[src/rtl/bf_io_uart.sv]
// bfcpu IO-port slave: '.' writes go out as 8N1 serial frames, ',' reads pop
// bytes that arrived on the serial input through a small receive FIFO.
module bf_io_uart #(
  parameter logic [15:0] CLKS_PER_BIT = 16'd868,
  parameter int          RX_FIFO_AW   = 4
) (
  input  logic       clk,
  input  logic       rst_n,
  input  logic       io_req,
  input  logic       io_dir,
  input  logic [7:0] io_wdata,
  output logic       io_ack,
  output logic [7:0] io_rdata,
  input  logic       uart_rxd,
  output logic       uart_txd,
  output logic       rx_overrun,
  output logic       rx_frame_err
);
  localparam int                    DEPTH    = 1 << RX_FIFO_AW;
  localparam logic [15:0]           LAST_CLK = CLKS_PER_BIT - 16'd1;
  localparam logic [15:0]           HALF_M1  = (CLKS_PER_BIT >> 1) - 16'd1;
  localparam logic [RX_FIFO_AW-1:0] PTR_ONE  = 1;
  localparam logic [RX_FIFO_AW:0]   CNT_ONE  = 1;

  typedef enum logic [1:0] {B_IDLE, B_WR_WAIT, B_RD_WAIT, B_ACK} bus_state_e;
  typedef enum logic [1:0] {TX_IDLE, TX_START, TX_DATA, TX_STOP} tx_state_e;
  typedef enum logic [1:0] {RX_IDLE, RX_START, RX_DATA, RX_STOP} rx_state_e;

  bus_state_e            bus_q;
  logic [7:0]            wdata_q;
  logic                  ack_q;
  logic [7:0]            rdata_q;

  tx_state_e             tx_q;
  logic [15:0]           tx_cnt_q;
  logic [2:0]            tx_bit_q;
  logic [7:0]            tx_shift_q;
  logic                  txd_q;

  logic                  sync1_q, sync2_q;
  rx_state_e             rx_q;
  logic [15:0]           rx_cnt_q;
  logic [2:0]            rx_bit_q;
  logic [7:0]            rx_shift_q;
  logic                  rx_prev_q;
  logic                  frame_err_q;

  logic [7:0]            fifo_mem [DEPTH];
  logic [RX_FIFO_AW-1:0] wr_ptr_q, rd_ptr_q;
  logic [RX_FIFO_AW:0]   fifo_cnt_q;
  logic                  overrun_q;

  logic tx_ready, tx_start_d, fifo_pop_d, rx_push_d, fifo_full, push_ok;

  // Accepting a write during the final stop-bit cycle makes back-to-back frames gapless.
  assign tx_ready   = (tx_q == TX_IDLE) || (tx_q == TX_STOP && tx_cnt_q == LAST_CLK);
  assign tx_start_d = (bus_q == B_WR_WAIT) && tx_ready;
  assign fifo_pop_d = (bus_q == B_RD_WAIT) && (fifo_cnt_q != '0);
  assign rx_push_d  = (rx_q == RX_STOP) && (rx_cnt_q == LAST_CLK) && sync2_q;
  assign fifo_full  = fifo_cnt_q[RX_FIFO_AW];
  assign push_ok    = rx_push_d && !fifo_full;

  always_ff @(posedge clk) begin
    if (!rst_n) begin
      bus_q   <= B_IDLE;
      wdata_q <= '0;
      ack_q   <= 1'b0;
      rdata_q <= '0;
    end else begin
      case (bus_q)
        B_IDLE: if (io_req && !ack_q) begin
          wdata_q <= io_wdata;
          bus_q   <= io_dir ? B_WR_WAIT : B_RD_WAIT;
        end
        B_WR_WAIT: if (tx_start_d) begin
          ack_q <= 1'b1;
          bus_q <= B_ACK;
        end
        B_RD_WAIT: if (fifo_pop_d) begin
          rdata_q <= fifo_mem[rd_ptr_q];
          ack_q   <= 1'b1;
          bus_q   <= B_ACK;
        end
        B_ACK: if (!io_req) begin
          ack_q <= 1'b0;
          bus_q <= B_IDLE;
        end
        default: bus_q <= B_IDLE;
      endcase
    end
  end

  always_ff @(posedge clk) begin
    if (!rst_n) begin
      tx_q       <= TX_IDLE;
      tx_cnt_q   <= '0;
      tx_bit_q   <= '0;
      tx_shift_q <= '0;
      txd_q      <= 1'b1;
    end else if (tx_start_d) begin
      tx_q       <= TX_START;
      tx_cnt_q   <= '0;
      tx_bit_q   <= '0;
      tx_shift_q <= wdata_q;
      txd_q      <= 1'b0;
    end else begin
      case (tx_q)
        TX_IDLE: txd_q <= 1'b1;
        TX_START: if (tx_cnt_q == LAST_CLK) begin
          tx_cnt_q   <= '0;
          tx_q       <= TX_DATA;
          txd_q      <= tx_shift_q[0];
          tx_shift_q <= tx_shift_q >> 1;
        end else tx_cnt_q <= tx_cnt_q + 16'd1;
        TX_DATA: if (tx_cnt_q == LAST_CLK) begin
          tx_cnt_q <= '0;
          if (tx_bit_q == 3'd7) begin
            tx_q  <= TX_STOP;
            txd_q <= 1'b1;
          end else begin
            tx_bit_q   <= tx_bit_q + 3'd1;
            txd_q      <= tx_shift_q[0];
            tx_shift_q <= tx_shift_q >> 1;
          end
        end else tx_cnt_q <= tx_cnt_q + 16'd1;
        TX_STOP: if (tx_cnt_q == LAST_CLK) begin
          tx_cnt_q <= '0;
          tx_q     <= TX_IDLE;
        end else tx_cnt_q <= tx_cnt_q + 16'd1;
        default: tx_q <= TX_IDLE;
      endcase
    end
  end

  always_ff @(posedge clk) begin
    if (!rst_n) begin
      sync1_q <= 1'b1;
      sync2_q <= 1'b1;
    end else begin
      sync1_q <= uart_rxd;
      sync2_q <= sync1_q;
    end
  end

  // Counters restart at each sample point, so every later sample lands mid-bit.
  always_ff @(posedge clk) begin
    if (!rst_n) begin
      rx_q        <= RX_IDLE;
      rx_cnt_q    <= '0;
      rx_bit_q    <= '0;
      rx_shift_q  <= '0;
      rx_prev_q   <= 1'b1;
      frame_err_q <= 1'b0;
    end else begin
      rx_prev_q <= sync2_q;
      case (rx_q)
        RX_IDLE: if (rx_prev_q && !sync2_q) begin
          rx_q     <= RX_START;
          rx_cnt_q <= '0;
        end
        RX_START: if (rx_cnt_q == HALF_M1) begin
          rx_cnt_q <= '0;
          rx_bit_q <= '0;
          rx_q     <= sync2_q ? RX_IDLE : RX_DATA;
        end else rx_cnt_q <= rx_cnt_q + 16'd1;
        RX_DATA: if (rx_cnt_q == LAST_CLK) begin
          rx_cnt_q   <= '0;
          rx_shift_q <= {sync2_q, rx_shift_q[7:1]};
          if (rx_bit_q == 3'd7) rx_q <= RX_STOP;
          else rx_bit_q <= rx_bit_q + 3'd1;
        end else rx_cnt_q <= rx_cnt_q + 16'd1;
        RX_STOP: if (rx_cnt_q == LAST_CLK) begin
          rx_cnt_q <= '0;
          rx_q     <= RX_IDLE;
          if (!sync2_q) frame_err_q <= 1'b1;
        end else rx_cnt_q <= rx_cnt_q + 16'd1;
        default: rx_q <= RX_IDLE;
      endcase
    end
  end

  always_ff @(posedge clk) begin
    if (push_ok) fifo_mem[wr_ptr_q] <= rx_shift_q;
  end

  // A pop is only offered when the count was already non-zero, so push+pop on empty defers the pop.
  always_ff @(posedge clk) begin
    if (!rst_n) begin
      wr_ptr_q   <= '0;
      rd_ptr_q   <= '0;
      fifo_cnt_q <= '0;
      overrun_q  <= 1'b0;
    end else begin
      if (push_ok)              wr_ptr_q  <= wr_ptr_q + PTR_ONE;
      if (fifo_pop_d)           rd_ptr_q  <= rd_ptr_q + PTR_ONE;
      if (rx_push_d && fifo_full) overrun_q <= 1'b1;
      case ({push_ok, fifo_pop_d})
        2'b10:   fifo_cnt_q <= fifo_cnt_q + CNT_ONE;
        2'b01:   fifo_cnt_q <= fifo_cnt_q - CNT_ONE;
        default: fifo_cnt_q <= fifo_cnt_q;
      endcase
    end
  end

  assign io_ack       = ack_q;
  assign io_rdata     = rdata_q;
  assign uart_txd     = txd_q;
  assign rx_overrun   = overrun_q;
  assign rx_frame_err = frame_err_q;

endmodule

[config.mk]
export PLATFORM = sky130hd
export DESIGN_NAME = bf_io_uart
export DESIGN_NICKNAME = d
export VERILOG_FILES = /design/src/rtl/bf_io_uart.sv
export SDC_FILE = /design/constraint.sdc
export NUM_CORES = 1
export LEC_CHECK = 0
export CAP_MARGIN = 20
export CORE_ASPECT_RATIO = 1.5
export CORE_MARGIN = 2
export CORE_UTILIZATION = 42
export DETAILED_ROUTE_END_ITERATION = 8
export GPL_TIMING_DRIVEN = 0
export SYNTH_ARGS = -nofsm -noshare
export SYNTH_HDL_FRONTEND = slang
export SYNTH_SLANG_ARGS = --single-unit
[constraint.sdc]
create_clock -name clk -period 8 [get_ports clk]
set_input_delay 1.6 -clock clk [delete_from_list [all_inputs] [get_ports clk]]
set_output_delay 1.6 -clock clk [all_outputs]
set_load 0.1 [all_outputs]
==> reports/metrics.csv <==
metric,value,unit
Ports,25,
Reg power frac,0.493,
Syn Nets,793,
"Max FO, Critical Path",4,
root buf cell,clkbuf_16,
CTS tree,built,
first-pass GRT wire length,32700,um
mean post-synth cell area,12.8,um^2
ranking of synthesized cells by area,"edfxtp_1 40%, dfxtp_1 20%, mux4_2 7.5%",
WHS,409,ps
antenna-violating nets left,0,
post-CTS setup buffers,0,
Clock power frac,0.384,
switching part of the total,0.249,
grt peak-use layer,met2,
critical path launch point type,flip-flop,
post-layout util,0.486,
Synth top area share,0.401,
total power,2.59,mW
NetSw,645,uW
GPL Wtd Cong,0.854,
Via-to-Cell Ratio,5.51,
max-slew violations,0,
Slew @ Worst Pin,993,ps
P&R area growth vs syn,13.6,%
Crit path largest cell delay,1160,ps
Gate Count Post-Synth,751,
reg2reg path depth,12,
Mapped Area,0.00958,mm^2
Setup WS post-layout,4350,ps
CP required,6400,ps
Hold Crit Depth,1,
run status,"complete, no violations",
vias,6030,
synth cell count leaders,"128 x edfxtp_1, 96 x dfxtp_1, 72 x nand2_1, 43 x nor2_1, 32 x mux4_2",
Final period util,0.456,
hold_buf cts,0,
most frequent cell after synthesis,edfxtp_1,
Post-Route Setup TNS,0,ps
Simple-Gate Fraction of Synth Area,0.121,
largest family of logic cells by synthesized area,simple AND/OR/NAND/NOR gates,
"Max stage delay cell, worst path",clkdlybuf4s50_1,
post-cts repair resize count,0,
Final Skew,10.4,ps
share of cells above drive strength 1,0.105,
fmax,274,MHz
mux contribution to synthesized area,0.100,
WL final,20400,um
clk_lat worst skew,500,ps
ANT cells,0,
GR Util All Layers,0.172,
gr ovfl total,0,
final worst path period need,3650,ps
Fin. Hold Viols,0,
ys flop type,edfxtp_1,
Core ar.,0.0224,mm^2
Synth Area in Adders,0.0387,
VDD IR max,0.173,mV
clk buf depth,3,
Internal Power,1.95,mW
PwrDens,238,mW/mm^2
vias in the first global route,6191,
Synth async-reset ratio,0,
cell taking the most area after synthesis,edfxtp_1,
count of input and output buffers,24,
buffer and inverter count on the worst path,1,
M1 GR Usage,0.193,
Max Cap Violations,0,
die height,189,um
post-synthesis compound-gate area fraction,0.0883,
H-tree depth,1,
clock sink count,224,
Worst R2R Start,rx_cnt_q[10],
die span in x,127,um
TritonRoute pass-1 iters,6,
Remaining DRCs,0,
HP Start,sync1_q,
Yosys cell types,54,
"CP delay by family, top",buffers and inverters,
nature of the critical path endpoint,primary output,
pin count of the biggest net entering global routing,19,
Yosys warning count,0,
Inserted Clock Buffers,22,
die area,0.0241,mm^2
Site Rows,67,
DP Wirelength,14400,um
initial antenna violation count,0,
Synth Register Bits,224,
final setup violation count,0,
Setup CP Type,reg -> out,
clk slew on worst S/H paths,60,ps
Initial Util,0.428,
critical path depth,1,
Pleak,3.73,nW
M3 GR Usage,0.0212,
routed len/inst,18.6,um
DR iter-0 viols,337,
GR Util met2,0.335,
xor/xnor cell area share of the yosys netlist,0.0256,
sequential share of the synthesized area,0.602,
CP cell instances,clkdlybuf4s50_1,
RSZ-0062 raised after global routing,false,
max_slew headroom,0.335,
"EDFF count, synth",128,
Gate power share,0.123,
Layout Nets,845,
Hold Path Class,reg -> reg,
Critical Path Start,io_ack,
crit path DAT,2050,ps
Place WS,4110,ps
layout by cell type (no fill, tap or decap), types with 18 or more instances in the layout:
cell             Yosys  final
mux4_2              32     32
nor2_1              43     43
o21ai_0             29     29
a22oi_1             18     18
ha_1                28     28
inv_1               22     22
clkbuf_16            0     23
nor2b_1             26     26
edfxtp_1           128    128
mux2i_1             24     24
nand2_1             72     72
a21oi_1             27     27
dfxtp_1             96     96
clkdlybuf4s50_1      0     24
clkbuf_1            26     33
flip-flops by register name (all words and copies together), names as in the netlist, 2 cells and up, named ones only:
| register | cells |
|---|---|
| tx_shift_q | 8 |
| bus_q | 2 |
| wdata_q | 8 |
| tx_bit_q | 3 |
| rx_bit_q | 3 |
| rx_shift_q | 8 |
| rx_cnt_q | 16 |
| io_rdata | 8 |
| fifo_cnt_q | 5 |
| wr_ptr_q | 4 |
| fifo_mem | 128 |
| tx_cnt_q | 16 |
| rd_ptr_q | 4 |
| tx_q | 2 |
routing by layer:
metal	vias to the layer above	part of all wire
met3	31	0.034
li1	2889	-
met2	128	0.55
met4	0	0.025
met5	-	0
met1	2982	0.39
worst paths after layout:
| kind | end | slack [ps] |
|---|---|---|
| worst max-delay path | io_ack | 4350 |
| worst min-delay path | sync2_q | 410 |
| worst max register to register | fifo_cnt_q[4] | 4400 |
| worst min register to register | sync2_q | 410 |
metrics by stage:
step                cell area (um^2)  instances
floorplan                       9580        751
CTS                            10900       1092
detailed placement             10200       1052
global placement               10200       1051
finish                         10900       1095
global route                   10900       1095
cell type report:
cell class / instances / area, um^2
sequential: 224 / 5770
multi-input combinational: 469 / 3580
timing repair buffer: 28 / 263
clock buffer: 33 / 634
fill: 1926 / 11500
tap: 276 / 345
inverter: 22 / 82.6
buffer: 36 / 153
clock inverter: 7 / 61.3
power groups by stage:
stage	Clock, mW	Combinational [mW]	Sequential (mW)
final	0.995	0.318	1.28
after global routing	1.06	0.357	1.28
after CTS	1.02	0.321	1.28
after detailed placement	0	0.316	1.30
after global placement	0	0.306	1.30
after floorplan	0	0.218	1.32
logic make-up after synthesis:
kind of cell,after synthesis
adder cells (fa/ha/maj),29
AND/OR/NAND/NOR,228
AO/OA/AOI/OAI,128
buffers and inverters,58
XOR/XNOR,28
flip-flops,224
multiplexers,56
Power figures use the tool's default switching activity.
